## config.mk

```make
export PLATFORM = sky130hd
export DESIGN_NAME = peripheral_arbiter_wb_flat
export DESIGN_NICKNAME = d
export VERILOG_FILES = /design/src/rtl/peripheral_arbiter_wb_if.sv /design/src/rtl/peripheral_arbiter_wb.sv /design/src/flat_wrapper.sv
export SDC_FILE = /design/constraint.sdc
export NUM_CORES = 1
export LEC_CHECK = 0
export ABC_AREA = 1
export ABC_CLOCK_PERIOD_IN_PS = 3300
export CORE_AREA = 4 4 128 130
export CTS_CLUSTER_SIZE = 28
export DETAILED_ROUTE_END_ITERATION = 6
export DIE_AREA = 0 0 132 134
export PLACE_DENSITY = 0.6
export SYNTH_ARGS = -nofsm -noshare
export SYNTH_HDL_FRONTEND = slang
export SYNTH_SLANG_ARGS = --single-unit
```

## constraint.sdc

```tcl
create_clock -name wb_clk -period 3.3 [get_ports wb_clk]
set_input_delay 0.66 -clock wb_clk [delete_from_list [all_inputs] [get_ports wb_clk]]
set_output_delay 0.66 -clock wb_clk [all_outputs]
set_load 0.01 [all_outputs]
```

## src/rtl/peripheral_arbiter_wb_if.sv

```systemverilog
// Bus bundle for peripheral_arbiter_wb: flattened per-master Wishbone buses plus the shared slave port.
interface peripheral_arbiter_wb_if #(
    parameter int unsigned NUM_MASTERS = 2,
    parameter int unsigned AW          = 32,
    parameter int unsigned DW          = 32
);
    logic [NUM_MASTERS*AW-1:0]     m_adr_i;
    logic [NUM_MASTERS*DW-1:0]     m_dat_i;
    logic [NUM_MASTERS*(DW/8)-1:0] m_sel_i;
    logic [NUM_MASTERS-1:0]        m_we_i;
    logic [NUM_MASTERS-1:0]        m_cyc_i;
    logic [NUM_MASTERS-1:0]        m_stb_i;
    logic [NUM_MASTERS*3-1:0]      m_cti_i;
    logic [NUM_MASTERS*2-1:0]      m_bte_i;
    logic [NUM_MASTERS*DW-1:0]     m_dat_o;
    logic [NUM_MASTERS-1:0]        m_ack_o;
    logic [NUM_MASTERS-1:0]        m_err_o;
    logic [NUM_MASTERS-1:0]        m_rty_o;

    logic [AW-1:0]                 s_adr_o;
    logic [DW-1:0]                 s_dat_o;
    logic [DW/8-1:0]               s_sel_o;
    logic                          s_we_o;
    logic                          s_cyc_o;
    logic                          s_stb_o;
    logic [2:0]                    s_cti_o;
    logic [1:0]                    s_bte_o;
    logic [DW-1:0]                 s_dat_i;
    logic                          s_ack_i;
    logic                          s_err_i;
    logic                          s_rty_i;

    // Arbiter view: serves the masters, drives the shared slave port
    modport slave (
        input  m_adr_i, m_dat_i, m_sel_i, m_we_i, m_cyc_i, m_stb_i, m_cti_i, m_bte_i,
        output m_dat_o, m_ack_o, m_err_o, m_rty_o,
        output s_adr_o, s_dat_o, s_sel_o, s_we_o, s_cyc_o, s_stb_o, s_cti_o, s_bte_o,
        input  s_dat_i, s_ack_i, s_err_i, s_rty_i
    );

    // Environment view: the requesting masters together with the shared slave
    modport master (
        output m_adr_i, m_dat_i, m_sel_i, m_we_i, m_cyc_i, m_stb_i, m_cti_i, m_bte_i,
        input  m_dat_o, m_ack_o, m_err_o, m_rty_o,
        input  s_adr_o, s_dat_o, s_sel_o, s_we_o, s_cyc_o, s_stb_o, s_cti_o, s_bte_o,
        output s_dat_i, s_ack_i, s_err_i, s_rty_i
    );
endinterface

```

## src/rtl/peripheral_arbiter_wb.sv

```systemverilog
// Round-robin Wishbone arbiter sharing one slave between NUM_MASTERS masters.
// Ownership lasts a whole bus cycle; a watchdog errors strobes the slave never terminates.
module peripheral_arbiter_wb #(
    parameter int unsigned DW          = 32,
    parameter int unsigned AW          = 32,
    parameter int unsigned NUM_MASTERS = 2,
    parameter int unsigned TIMEOUT     = 255
) (
    input  logic                   wb_clk,
    input  logic                   wb_rst,
    peripheral_arbiter_wb_if.slave bus,
    output logic [NUM_MASTERS-1:0] grant_o
);
    localparam int unsigned SW   = DW / 8;
    localparam int unsigned LW   = (NUM_MASTERS > 1) ? $clog2(NUM_MASTERS) : 1;
    localparam int unsigned WD_W = (TIMEOUT > 0) ? $clog2(TIMEOUT + 1) : 1;

    typedef enum logic {IDLE = 1'b0, BUSY = 1'b1} state_t;

    state_t                 state;
    logic [NUM_MASTERS-1:0] grant;
    logic [LW-1:0]          last;
    logic [LW-1:0]          owner;
    logic [LW-1:0]          pick;
    int unsigned            best;
    logic                   busy;
    logic                   owner_cyc;
    logic                   owner_stb;
    logic                   wd_hit;

    assign busy    = (state == BUSY);
    assign grant_o = grant;

    // Round-robin pick: the requester at the smallest distance after last
    always_comb begin
        pick = last;
        best = NUM_MASTERS;
        for (int unsigned i = 0; i < NUM_MASTERS; i++) begin
            if (bus.m_cyc_i[i] &&
                ((i + 2*NUM_MASTERS - 1 - 32'(last)) % NUM_MASTERS) < best) begin
                best = (i + 2*NUM_MASTERS - 1 - 32'(last)) % NUM_MASTERS;
                pick = LW'(i);
            end
        end
    end

    always_ff @(posedge wb_clk) begin
        if (wb_rst) begin
            state <= IDLE;
            grant <= '0;
            last  <= LW'(NUM_MASTERS - 1);
            owner <= '0;
        end else begin
            case (state)
                IDLE: begin
                    if (|bus.m_cyc_i) begin
                        state <= BUSY;
                        grant <= NUM_MASTERS'(1) << pick;
                        owner <= pick;
                    end
                end
                BUSY: begin
                    if (!owner_cyc) begin
                        state <= IDLE;
                        grant <= '0;
                        last  <= owner;
                    end
                end
                default: state <= IDLE;
            endcase
        end
    end

    // Owner's request fields onto the slave port
    always_comb begin
        owner_cyc   = 1'b0;
        owner_stb   = 1'b0;
        bus.s_adr_o = '0;
        bus.s_dat_o = '0;
        bus.s_sel_o = '0;
        bus.s_we_o  = 1'b0;
        bus.s_cti_o = '0;
        bus.s_bte_o = '0;
        for (int unsigned i = 0; i < NUM_MASTERS; i++) begin
            if (busy && owner == LW'(i)) begin
                owner_cyc   = bus.m_cyc_i[i];
                owner_stb   = bus.m_stb_i[i];
                bus.s_adr_o = bus.m_adr_i[i*AW +: AW];
                bus.s_dat_o = bus.m_dat_i[i*DW +: DW];
                bus.s_sel_o = bus.m_sel_i[i*SW +: SW];
                bus.s_we_o  = bus.m_we_i[i];
                bus.s_cti_o = bus.m_cti_i[i*3 +: 3];
                bus.s_bte_o = bus.m_bte_i[i*2 +: 2];
            end
        end
    end

    assign bus.s_cyc_o = owner_cyc;
    assign bus.s_stb_o = owner_stb & ~wd_hit;

    // Slave responses go to the owner only; a watchdog hit replaces them with err
    always_comb begin
        bus.m_dat_o = '0;
        bus.m_ack_o = '0;
        bus.m_err_o = '0;
        bus.m_rty_o = '0;
        for (int unsigned i = 0; i < NUM_MASTERS; i++) begin
            if (busy && owner == LW'(i)) begin
                bus.m_dat_o[i*DW +: DW] = bus.s_dat_i;
                bus.m_ack_o[i]          = bus.s_ack_i & ~wd_hit;
                bus.m_err_o[i]          = bus.s_err_i | wd_hit;
                bus.m_rty_o[i]          = bus.s_rty_i & ~wd_hit;
            end
        end
    end

    generate
        if (TIMEOUT > 0) begin : g_wd
            logic [WD_W-1:0] wd_cnt;
            logic            stall;

            assign stall  = bus.s_stb_o & ~(bus.s_ack_i | bus.s_err_i | bus.s_rty_i);
            assign wd_hit = busy && (wd_cnt == WD_W'(TIMEOUT));

            // Counts consecutive unterminated strobe cycles; the hit clears it before it can wrap
            always_ff @(posedge wb_clk) begin
                if (wb_rst || !busy || wd_hit || !stall) begin
                    wd_cnt <= '0;
                end else begin
                    wd_cnt <= wd_cnt + 1'b1;
                end
            end
        end else begin : g_no_wd
            assign wd_hit = 1'b0;
        end
    endgenerate

endmodule

```

## src/flat_wrapper.sv

```systemverilog
// flat-port wrapper written by rule: the top's interface ports become plain ports
module peripheral_arbiter_wb_flat 
#(
    parameter int unsigned DW          = 32,
    parameter int unsigned AW          = 32,
    parameter int unsigned NUM_MASTERS = 2,
    parameter int unsigned TIMEOUT     = 255
)
  (wb_clk, wb_rst, grant_o, bus_m_adr_i, bus_m_dat_i, bus_m_sel_i, bus_m_we_i, bus_m_cyc_i, bus_m_stb_i, bus_m_cti_i, bus_m_bte_i, bus_m_dat_o, bus_m_ack_o, bus_m_err_o, bus_m_rty_o, bus_s_adr_o, bus_s_dat_o, bus_s_sel_o, bus_s_we_o, bus_s_cyc_o, bus_s_stb_o, bus_s_cti_o, bus_s_bte_o, bus_s_dat_i, bus_s_ack_i, bus_s_err_i, bus_s_rty_i);
  peripheral_arbiter_wb_if #(.NUM_MASTERS(NUM_MASTERS), .AW(AW), .DW(DW)) bus_i ();
  input  logic wb_clk;
  input  logic wb_rst;
  output logic [NUM_MASTERS-1:0] grant_o;
  input wire logic [$bits(bus_i.m_adr_i)-1:0] bus_m_adr_i;
  input wire logic [$bits(bus_i.m_dat_i)-1:0] bus_m_dat_i;
  input wire logic [$bits(bus_i.m_sel_i)-1:0] bus_m_sel_i;
  input wire logic [$bits(bus_i.m_we_i)-1:0] bus_m_we_i;
  input wire logic [$bits(bus_i.m_cyc_i)-1:0] bus_m_cyc_i;
  input wire logic [$bits(bus_i.m_stb_i)-1:0] bus_m_stb_i;
  input wire logic [$bits(bus_i.m_cti_i)-1:0] bus_m_cti_i;
  input wire logic [$bits(bus_i.m_bte_i)-1:0] bus_m_bte_i;
  output wire logic [$bits(bus_i.m_dat_o)-1:0] bus_m_dat_o;
  output wire logic [$bits(bus_i.m_ack_o)-1:0] bus_m_ack_o;
  output wire logic [$bits(bus_i.m_err_o)-1:0] bus_m_err_o;
  output wire logic [$bits(bus_i.m_rty_o)-1:0] bus_m_rty_o;
  output wire logic [$bits(bus_i.s_adr_o)-1:0] bus_s_adr_o;
  output wire logic [$bits(bus_i.s_dat_o)-1:0] bus_s_dat_o;
  output wire logic [$bits(bus_i.s_sel_o)-1:0] bus_s_sel_o;
  output wire logic [$bits(bus_i.s_we_o)-1:0] bus_s_we_o;
  output wire logic [$bits(bus_i.s_cyc_o)-1:0] bus_s_cyc_o;
  output wire logic [$bits(bus_i.s_stb_o)-1:0] bus_s_stb_o;
  output wire logic [$bits(bus_i.s_cti_o)-1:0] bus_s_cti_o;
  output wire logic [$bits(bus_i.s_bte_o)-1:0] bus_s_bte_o;
  input wire logic [$bits(bus_i.s_dat_i)-1:0] bus_s_dat_i;
  input wire logic [$bits(bus_i.s_ack_i)-1:0] bus_s_ack_i;
  input wire logic [$bits(bus_i.s_err_i)-1:0] bus_s_err_i;
  input wire logic [$bits(bus_i.s_rty_i)-1:0] bus_s_rty_i;
  assign bus_i.m_adr_i = bus_m_adr_i;
  assign bus_i.m_dat_i = bus_m_dat_i;
  assign bus_i.m_sel_i = bus_m_sel_i;
  assign bus_i.m_we_i = bus_m_we_i;
  assign bus_i.m_cyc_i = bus_m_cyc_i;
  assign bus_i.m_stb_i = bus_m_stb_i;
  assign bus_i.m_cti_i = bus_m_cti_i;
  assign bus_i.m_bte_i = bus_m_bte_i;
  assign bus_m_dat_o = bus_i.m_dat_o;
  assign bus_m_ack_o = bus_i.m_ack_o;
  assign bus_m_err_o = bus_i.m_err_o;
  assign bus_m_rty_o = bus_i.m_rty_o;
  assign bus_s_adr_o = bus_i.s_adr_o;
  assign bus_s_dat_o = bus_i.s_dat_o;
  assign bus_s_sel_o = bus_i.s_sel_o;
  assign bus_s_we_o = bus_i.s_we_o;
  assign bus_s_cyc_o = bus_i.s_cyc_o;
  assign bus_s_stb_o = bus_i.s_stb_o;
  assign bus_s_cti_o = bus_i.s_cti_o;
  assign bus_s_bte_o = bus_i.s_bte_o;
  assign bus_i.s_dat_i = bus_s_dat_i;
  assign bus_i.s_ack_i = bus_s_ack_i;
  assign bus_i.s_err_i = bus_s_err_i;
  assign bus_i.s_rty_i = bus_s_rty_i;
  peripheral_arbiter_wb #(.DW(DW), .AW(AW), .NUM_MASTERS(NUM_MASTERS), .TIMEOUT(TIMEOUT)) u_core (.wb_clk(wb_clk), .wb_rst(wb_rst), .bus(bus_i), .grant_o(grant_o));
endmodule
```

* After elaboration in Yosys (flattened, before gate mapping)
Index checks and enable logic that the tools add are counted.
Word-level totals: output and inout port bits 148, logic and storage cells 73, bits in registers 13, bits of input ports 189
Operators by class: order comparisons 2, $add $sub $neg 3, muxes and demuxes 33, reduce and logical (&&, ||, !) cells 14, shift operators 1, bitwise logic cells 12, eq/ne operators 3
Operators by type and width (count):
- $mux 32 | 6
- $mux 1 | 16
- $mux 2 | 5
- $add 8x1->8 const B | 1
- $eq 8x8->1 const B | 1
- $mux 4 | 2
- $mux 3 | 2
- $reduce_and 2->1 | 3
- $logic_and 1x1->1 | 5
- $not 1->1 | 5
- $and 1x1->1 | 4
- $pmux 2 s2 | 1
- $logic_or 1x1->1 | 3
- $or 1x1->1 | 3
- $logic_not 1->1 | 2
- $lt 1x2->1 | 1
- $lt 1x2->1 const B | 1
- $ne 2x1->1 const B | 1
- $ne 2x2->1 const B | 1
- $pmux 1 s2 | 1
- $reduce_or 2->1 | 1
- $shl 1x1->2 const A | 1
- $sub 1x1->1 const A | 2

* Logic depth before layout (Yosys ltp)
Gate-level depths: netlist of the first run.
depth in word-level cells 10, mapped depth 7, depth with buffers taken out 7

* Worst setup path before layout of the first run
Ideal clock, no wire load.
kind reg2out, start point register u_core.g_wd.wd_cnt[0], end point output bus_m_err_o[0], arrival 1.146 ns, stages on the path, launching flop included 6, buffers on the path 0, slack 1.494 ns, cells stage by stage dfxtp_1 -> ha_1 -> nand3_1 -> nor2_1 -> nand2_1 -> a21oi_1
Between the ends: cells in the longest elaborated chain, start to end 4
RTL lines:
- start: declaration | RTL line peripheral_arbiter_wb.sv:119 | logic [WD_W-1:0] wd_cnt;
- start signal: assignment | RTL line peripheral_arbiter_wb.sv:130 | wd_cnt <= wd_cnt + 1'b1;
- $eq 8x8->1 | RTL line peripheral_arbiter_wb.sv:123 | assign wd_hit = busy && (wd_cnt == WD_W'(TIMEOUT));
- $logic_and 1x1->1 | RTL line peripheral_arbiter_wb.sv:123
- $or 1x1->1 | RTL line peripheral_arbiter_wb.sv:111 | bus.m_err_o[i] = bus.s_err_i | wd_hit;
- $mux 1 | RTL line peripheral_arbiter_wb.sv:108 | if (busy && owner == LW'(i)) begin
- end: declaration | RTL line flat_wrapper.sv:24 | output wire logic [$bits(bus_i.m_err_o)-1:0] bus_m_err_o;
No other way between the ends.

* Worst setup path after layout of the first run
start point register u_core.state (netlist: u_core.busy), end point output bus_s_adr_o[8]
Between the ends: cells in the longest elaborated chain, start to end 3, elaborated cells between the ends (all ways) 4, classes of those cells mux: 2; reduce/logical: 2
RTL lines:
- start: declaration | RTL line peripheral_arbiter_wb.sv:20 | state_t state;
- start signal: assignment | RTL line peripheral_arbiter_wb.sv:49 | state <= IDLE;
- start signal: assignment | RTL line peripheral_arbiter_wb.sv:57 | state <= BUSY;
- start signal: assignment | RTL line peripheral_arbiter_wb.sv:64 | state <= IDLE;
- $logic_and 1x1->1 | RTL line peripheral_arbiter_wb.sv:85 | if (busy && owner == LW'(i)) begin
- $mux 32 | RTL line peripheral_arbiter_wb.sv:85
- $mux 32 * | RTL line peripheral_arbiter_wb.sv:85
- end: declaration | RTL line flat_wrapper.sv:26 | output wire logic [$bits(bus_i.s_adr_o)-1:0] bus_s_adr_o;
Every way passes the cells marked *; elsewhere a longest branch is shown, timed or not.

==> results of run 1 <==
[flip-flops by register name, indices dropped and copies added, names as in the netlist]
register	cells
u_core.busy	1
u_core.g_wd.wd_cnt	8
u_core.grant_o	2
u_core.last	1
u_core.owner	1
[Yosys cell counts, drive strengths merged]
| library cell | count |
|---|---|
| and2 | 1 |
| a22o | 74 |
| buf | 17 |
| nand2 | 32 |
| xnor2 | 2 |
| ha | 1 |
| xor2 | 1 |
| clkbuf | 5 |
| nand3 | 6 |
| a21oi | 4 |
| o21ai | 1 |
| dfxtp | 13 |
| a211oi | 1 |
| nor2 | 89 |
| nand4 | 1 |
| a31oi | 1 |
| inv | 50 |
[routing by layer]
metal / routed length, µm / global-route usage
met1: 5820 / 0.175
met2: 7060 / 0.265
met3: 1760 / 0.0739
met4: 143 / 0.0175
met5: 22 / 0
[cell families (layout without fill, tap and decap cells)]
logic type / Yosys count / count (layout) / share of synthesized area
and+or+nand+nor: 129 / 129 / 0.285
AOI/OAI and AO/OA: 81 / 81 / 0.376
buffers and inverters: 72 / 395 / 0.176
DFF: 13 / 13 / 0.142
xor gates and xnor gates: 3 / 3 / 0.0144
adders and majority gates: 1 / 1 / 0.00684
[critical path, delay by kind of cell (launching register included)]
kind,cells,cell delay (ns)
AOI/OAI and AO/OA,1,0.24
buffers and inverters,3,1.20
DFF,1,0.42
and+or+nand+nor,1,0.09
[where the power goes]
part / switching (W) / internal [W]
clock network: 0.0000677 / 0.000163
logic: 0.000312 / 0.000479
registers: 0.00000538 / 0.000164
[path summary, 6_finish.rpt]
check | start | to | cells after the start
max reg2reg | u_core.busy | u_core.g_wd.wd_cnt[7] | 6
max | u_core.busy | bus_s_adr_o[8] | 5
min | u_core.last | u_core.last | 2
min reg2reg | u_core.last | u_core.last | 2
[per-stage QoR]
step	utilization	cells	hold WS, ns	power, W	setup WS [ns]
2_1_floorplan	-	299	0.420	0.000431	1.49
3_3_place_gp	0.352	806	0.431	0.000960	0.636
3_5_place_dp	0.352	806	0.439	0.000963	0.646
4_1_cts	0.357	810	0.450	0.00121	0.375
5_1_grt	0.357	810	0.485	0.00125	0.233
6_report	0.357	810	0.452	0.00119	0.404
[layout make-up]
class                           count  area share
Timing Repair Buffer              341       0.629
Multi-Input combinational cell    214       0.230
Sequential cell                    13      0.0481
Tap cell                          188      0.0435
Inverter                           50      0.0347
Clock buffer                        4      0.0146
==> impl_metrics.py, run 1 <==
metrics = {
    "logic_synthesis": {
        "synthesis.instances": 299,
        "ys_seq_area_frac": 0.142,
        "synth.avg_cell_area_um2": 6.12,
        "synth_area_leaders": "a22o_1 (35%), nor2_1 (18%), dfxtp_1 (14%)",
        "syn_nets": 489,
        "ys_types": 24,
        "ys_seq_elements": 13,
        "ys_warn_count": 0,
        "netlist_area_um2": 1830,
        "synth_top_area_cell": "a22o_1",
        "synth_top_area_frac": 0.354,
    },
    "clock_network": {
        "cts_tree": "built",
        "clock_sinks": 13,
        "clk_latency_ns": 0.24,
        "clockRootBuffer": "clkbuf_16",
        "cts_resized": 0,
        "cts_setup_buffers": 0,
        "cts_hold_buffers": 0,
        "clkSlewWorstSetupHoldPaths_ns": 0.05,
        "cts_buffer_depth": 2,
        "htreeDepth": 1,
        "numCtsBuffers": 3,
    },
    "cells_and_area": {
        "layout_commonest_cell": "clkdlybuf4s50_1",
        "nNetsFinal": 813,
        "n_fill_cell": 1542,
        "regArea_um2": 260,
        "layout-drive-gt1-share": 0.0322,
        "layout_common_cells": "clkdlybuf4s50_1 (332), nor2_1 (88), a22o_1 (74)",
        "diodes": 0,
        "multi_input_area_um2": 1250,
        "final_area_um2": 5410,
        "area_growth_pct": 196,
    },
    "timing": {
        "setup_violations": 0,
        "clock_skew_ns": 0.00282,
        "finalCriticalPeriod_ns": 2.90,
        "slew_viol_final": 0,
        "worstMarginPinSlew_ns": 0.598,
        "relSlewSlack": 0.601,
        "rsz0062_at_grt": "false",
        "period_share": 0.878,
        "hold_viol": 0,
        "max_freq_mhz": 345,
        "setup_tns_ns": 0,
    },
    "detailed_routing": {
        "wl_per_cell_um": 18.3,
        "drtAntennaViolNets": 0,
        "viasPerCell": 4.13,
        "drc_errors": 0,
        "dr_total_vias": 3342,
        "totalWireLength_um": 14800,
        "drt-initial-drc-count": 108,
        "dr.pass1.iters": 4,
    },
    "grt": {
        "grt_start_max_net_pins": 59,
        "grt_pass1_wl_um": 21100,
        "grt_pass1_vias": 3420,
        "antenna_found_initial": 2,
        "grt_util_all_layers": 0.152,
        "grt-ovfl-total": 0,
    },
    "die": {
        "rows": 45,
        "floorplan.initialDensity": 0.121,
        "die_height_um": 134,
        "core_um2": 15100,
        "top_level_ports": 337,
        "dieArea_um2": 17700,
        "die_w_um": 132,
    },
    "critical_path": {
        "crit_type": "flop to output port",
        "required_ns": 2.64,
        "slowest_stage": "clkdlybuf4s50_1",
        "crit_fanout": 58,
        "end_kind": "output port",
        "worstPathArrival_ns": 2.24,
        "start_kind": "flop",
        "timing.reg2reg.setup_slack_ns": 1.89,
        "cpPeakStageDelay_ns": 0.57,
        "path_cells": "nand2_2 -> inv_2 -> buf_12 -> a22o_1 -> clkdlybuf4s50_1",
    },
    "status": {
        "run_status": "completed",
    },
    "power_and_ir_drop": {
        "max-vdd-ir-drop_uv": 127,
        "powerDensity_nw_per_um2": 220,
        "p_leak_nw": 2.22,
    },
    "place": {
        "place.gp.congestion": 0.884,
        "io_buffer_count": 336,
        "dpl.hpwl_um": 12400,
        "dpl_cell_area_um2": 5330,
    },
    "min_path": {
        "min_path_type": "flop to flop",
    },
    "run": {
        "drv_cap": 0,
    },
}
No activity file was read; power rests on OpenSTA's default activity.
==> inputs of run 2 (changes only) <==
--- a/config.mk
+++ b/config.mk
@@ -7,11 +7,11 @@
 export LEC_CHECK = 0
 export ABC_AREA = 1
 export ABC_CLOCK_PERIOD_IN_PS = 3300
-export CORE_AREA = 4 4 128 130
+export CORE_AREA = 2 2 130 132
 export CTS_CLUSTER_SIZE = 28
 export DETAILED_ROUTE_END_ITERATION = 6
 export DIE_AREA = 0 0 132 134
-export PLACE_DENSITY = 0.6
+export PLACE_DENSITY = 0.57
 export SYNTH_ARGS = -nofsm -noshare
 export SYNTH_HDL_FRONTEND = slang
 export SYNTH_SLANG_ARGS = --single-unit
==> run 2 against run 1 <==
  * Wire length is 5.7% lower
  * Critical path type unchanged
  * Core utilization is 2.2 points lower
  * Largest power group unchanged
  * Clock skew is 0.0020 ns lower
  * Worst hold slack worse by 0.0042 ns
  * Power is 1.4% lower
  * Sequential share of layout area hardly changed
  * Count of clock-buffer cells in the layout stayed put
  * Global-route usage is 0.70 points lower
  * Non-clock buffer count is 2 lower
  * Critical path depth stayed put
  * Register-to-register slack worse by 0.13 ns
==> impl_metrics.py, run 2 (synthesis results as in run 1) <==
metrics = {
    "critical_path": {
        "required_ns": 2.64,
        "crit_fanout": 75,
        "crit_type": "flop to output port",
        "start_kind": "flop",
        "worstPathArrival_ns": 2.23,
        "end_kind": "output port",
        "timing.reg2reg.setup_slack_ns": 1.76,
    },
    "timing": {
        "rsz0062_at_grt": "false",
        "setup_violations": 0,
        "worstMarginPinSlew_ns": 0.650,
        "clock_skew_ns": 0.000814,
        "relSlewSlack": 0.567,
        "setup_ws_ns": 0.410,
        "finalCriticalPeriod_ns": 2.89,
        "period_share": 0.876,
        "slew_viol_final": 0,
        "max_freq_mhz": 346,
        "setup_tns_ns": 0,
        "hold_viol": 0,
    },
    "place": {
        "place.gp.congestion": 0.780,
        "dpl.hpwl_um": 11300,
        "place_ws_ns": 0.653,
        "io_buffer_count": 336,
    },
    "die": {
        "dieArea_um2": 17700,
        "core_um2": 16300,
        "floorplan.initialDensity": 0.112,
        "die_w_um": 132,
        "die_height_um": 134,
        "rows": 47,
        "top_level_ports": 337,
    },
    "clock_network": {
        "cts_setup_buffers": 0,
        "clk_latency_ns": 0.24,
        "htreeDepth": 1,
        "clock_sinks": 13,
        "clockRootBuffer": "clkbuf_16",
        "cts_resized": 0,
        "cts_buffer_depth": 2,
        "cts_tree": "built",
        "cts_hold_buffers": 0,
        "numCtsBuffers": 3,
        "clkSlewWorstSetupHoldPaths_ns": 0.04,
    },
    "status": {
        "run_status": "completed",
    },
    "power_and_ir_drop": {
        "p_int_w": 0.000806,
        "p_leak_nw": 2.21,
        "p_clk_frac": 0.190,
        "max-vdd-ir-drop_uv": 133,
        "p_sw_w": 0.000367,
        "power_switching_share": 0.313,
        "seqPwrFrac": 0.145,
        "combPwrFrac": 0.666,
        "powerDensity_nw_per_um2": 215,
    },
    "grt": {
        "grt_util_all_layers": 0.145,
        "grt_pass1_vias": 3258,
        "grt_pass1_wl_um": 20100,
        "antenna_found_initial": 3,
        "grt-ovfl-total": 0,
        "grt_start_max_net_pins": 77,
    },
    "run": {
        "drv_cap": 0,
    },
    "cells_and_area": {
        "largest_register_ffs": 8,
        "n_fill_cell": 1755,
        "layout-drive-gt1-share": 0.0226,
        "layout_commonest_cell": "clkdlybuf4s50_1",
        "nNetsFinal": 811,
        "area_growth_pct": 199,
        "layout_common_cells": "clkdlybuf4s50_1 (336), nor2_1 (88), a22o_1 (74)",
        "top_register": "u_core.g_wd.wd_cnt",
    },
    "detailed_routing": {
        "totalWireLength_um": 14000,
        "dr_total_vias": 3304,
        "drtAntennaViolNets": 0,
        "viasPerCell": 3.92,
        "dr.pass1.iters": 4,
        "wl_per_cell_um": 16.6,
        "drt-initial-drc-count": 148,
        "drc_errors": 0,
    },
    "min_path": {
        "min_path_type": "flop to flop",
    },
}
==> run 2: cell types whose count changed in the layout (fill, tap and decap cells not counted) <==
| cell | previous run | this run |
|---|---|---|
| buf_12 | 1 | 2 |
| buf_4 | 8 | 1 |
| clkdlybuf4s50_1 | 332 | 336 |
| diode_2 | 0 | 2 |
==> run 2: worst max-delay path: stages, from the launching register on <==
cell and delay (ns):
dfxtp_1 0.45, inv_1 0.15, nor2_4 0.19, buf_12 0.30, a22o_1 0.26, clkdlybuf4s50_1 0.57
==> run 2: worst paths after layout <==
| check | start | end | depth (start not counted) |
|---|---|---|---|
| min | u_core.last | u_core.last | 2 |
| max | u_core.busy | bus_s_adr_o[3] | 5 |
| min reg2reg | u_core.last | u_core.last | 2 |
| max reg2reg | u_core.busy | u_core.grant_o[1] | 7 |
==> run 2: per-stage QoR <==
| stage | hold WS (ns) | instances | cell area, µm² | power, W | util |
|---|---|---|---|---|---|
| 6_report | 0.448 | 842 | 5470 | 0.00117 | 0.336 |
| 5_1_grt | 0.463 | 842 | 5470 | 0.00124 | 0.336 |
| 4_1_cts | 0.450 | 840 | 5460 | 0.00119 | 0.335 |
| 3_5_place_dp | 0.439 | 836 | 5380 | 0.000956 | 0.330 |
| 3_3_place_gp | 0.439 | 836 | 5380 | 0.000961 | 0.330 |
| 2_1_floorplan | 0.420 | 299 | 1830 | 0.000431 | - |
==> run 2: cell type report <==
cell class	instances	area, µm²	area share
diodes	2	5.00	0.000916
clock buffers	4	78.8	0.0144
inverters	50	188	0.0343
multi-input cells	214	1250	0.228
flip-flops and latches	13	260	0.0476
well taps	220	275	0.0504
repair buffers	339	3410	0.624
==> run 2: routing by layer <==
metal / up-vias / global-route usage / part of all wire
met5: - / 0 / 0.00093
met4: 2 / 0.0338 / 0.020
met3: 16 / 0.0484 / 0.094
met2: 176 / 0.237 / 0.46
met1: 1474 / 0.185 / 0.43
li1: 1636 / - / -
==> run 2: power by group through the flow <==
| stage | clock network, W | registers [W] | logic [W] |
|---|---|---|---|
| floorplan | 0 | 0.000172 | 0.000259 |
| global placement | 0 | 0.000173 | 0.000788 |
| detailed placement | 0 | 0.000173 | 0.000783 |
| CTS | 0.000232 | 0.000170 | 0.000791 |
| global route | 0.000241 | 0.000170 | 0.000827 |
| finish | 0.000223 | 0.000170 | 0.000781 |
==> inputs of run 3 (changes only) <==
--- a/config.mk
+++ b/config.mk
@@ -11,6 +11,7 @@
 export CTS_CLUSTER_SIZE = 28
 export DETAILED_ROUTE_END_ITERATION = 6
 export DIE_AREA = 0 0 132 134
+export GPL_ROUTABILITY_DRIVEN = 0
 export PLACE_DENSITY = 0.57
 export SYNTH_ARGS = -nofsm -noshare
 export SYNTH_HDL_FRONTEND = slang
==> results of run 3 <==
Final layout, timing and power as in run 2 (identical DEF).
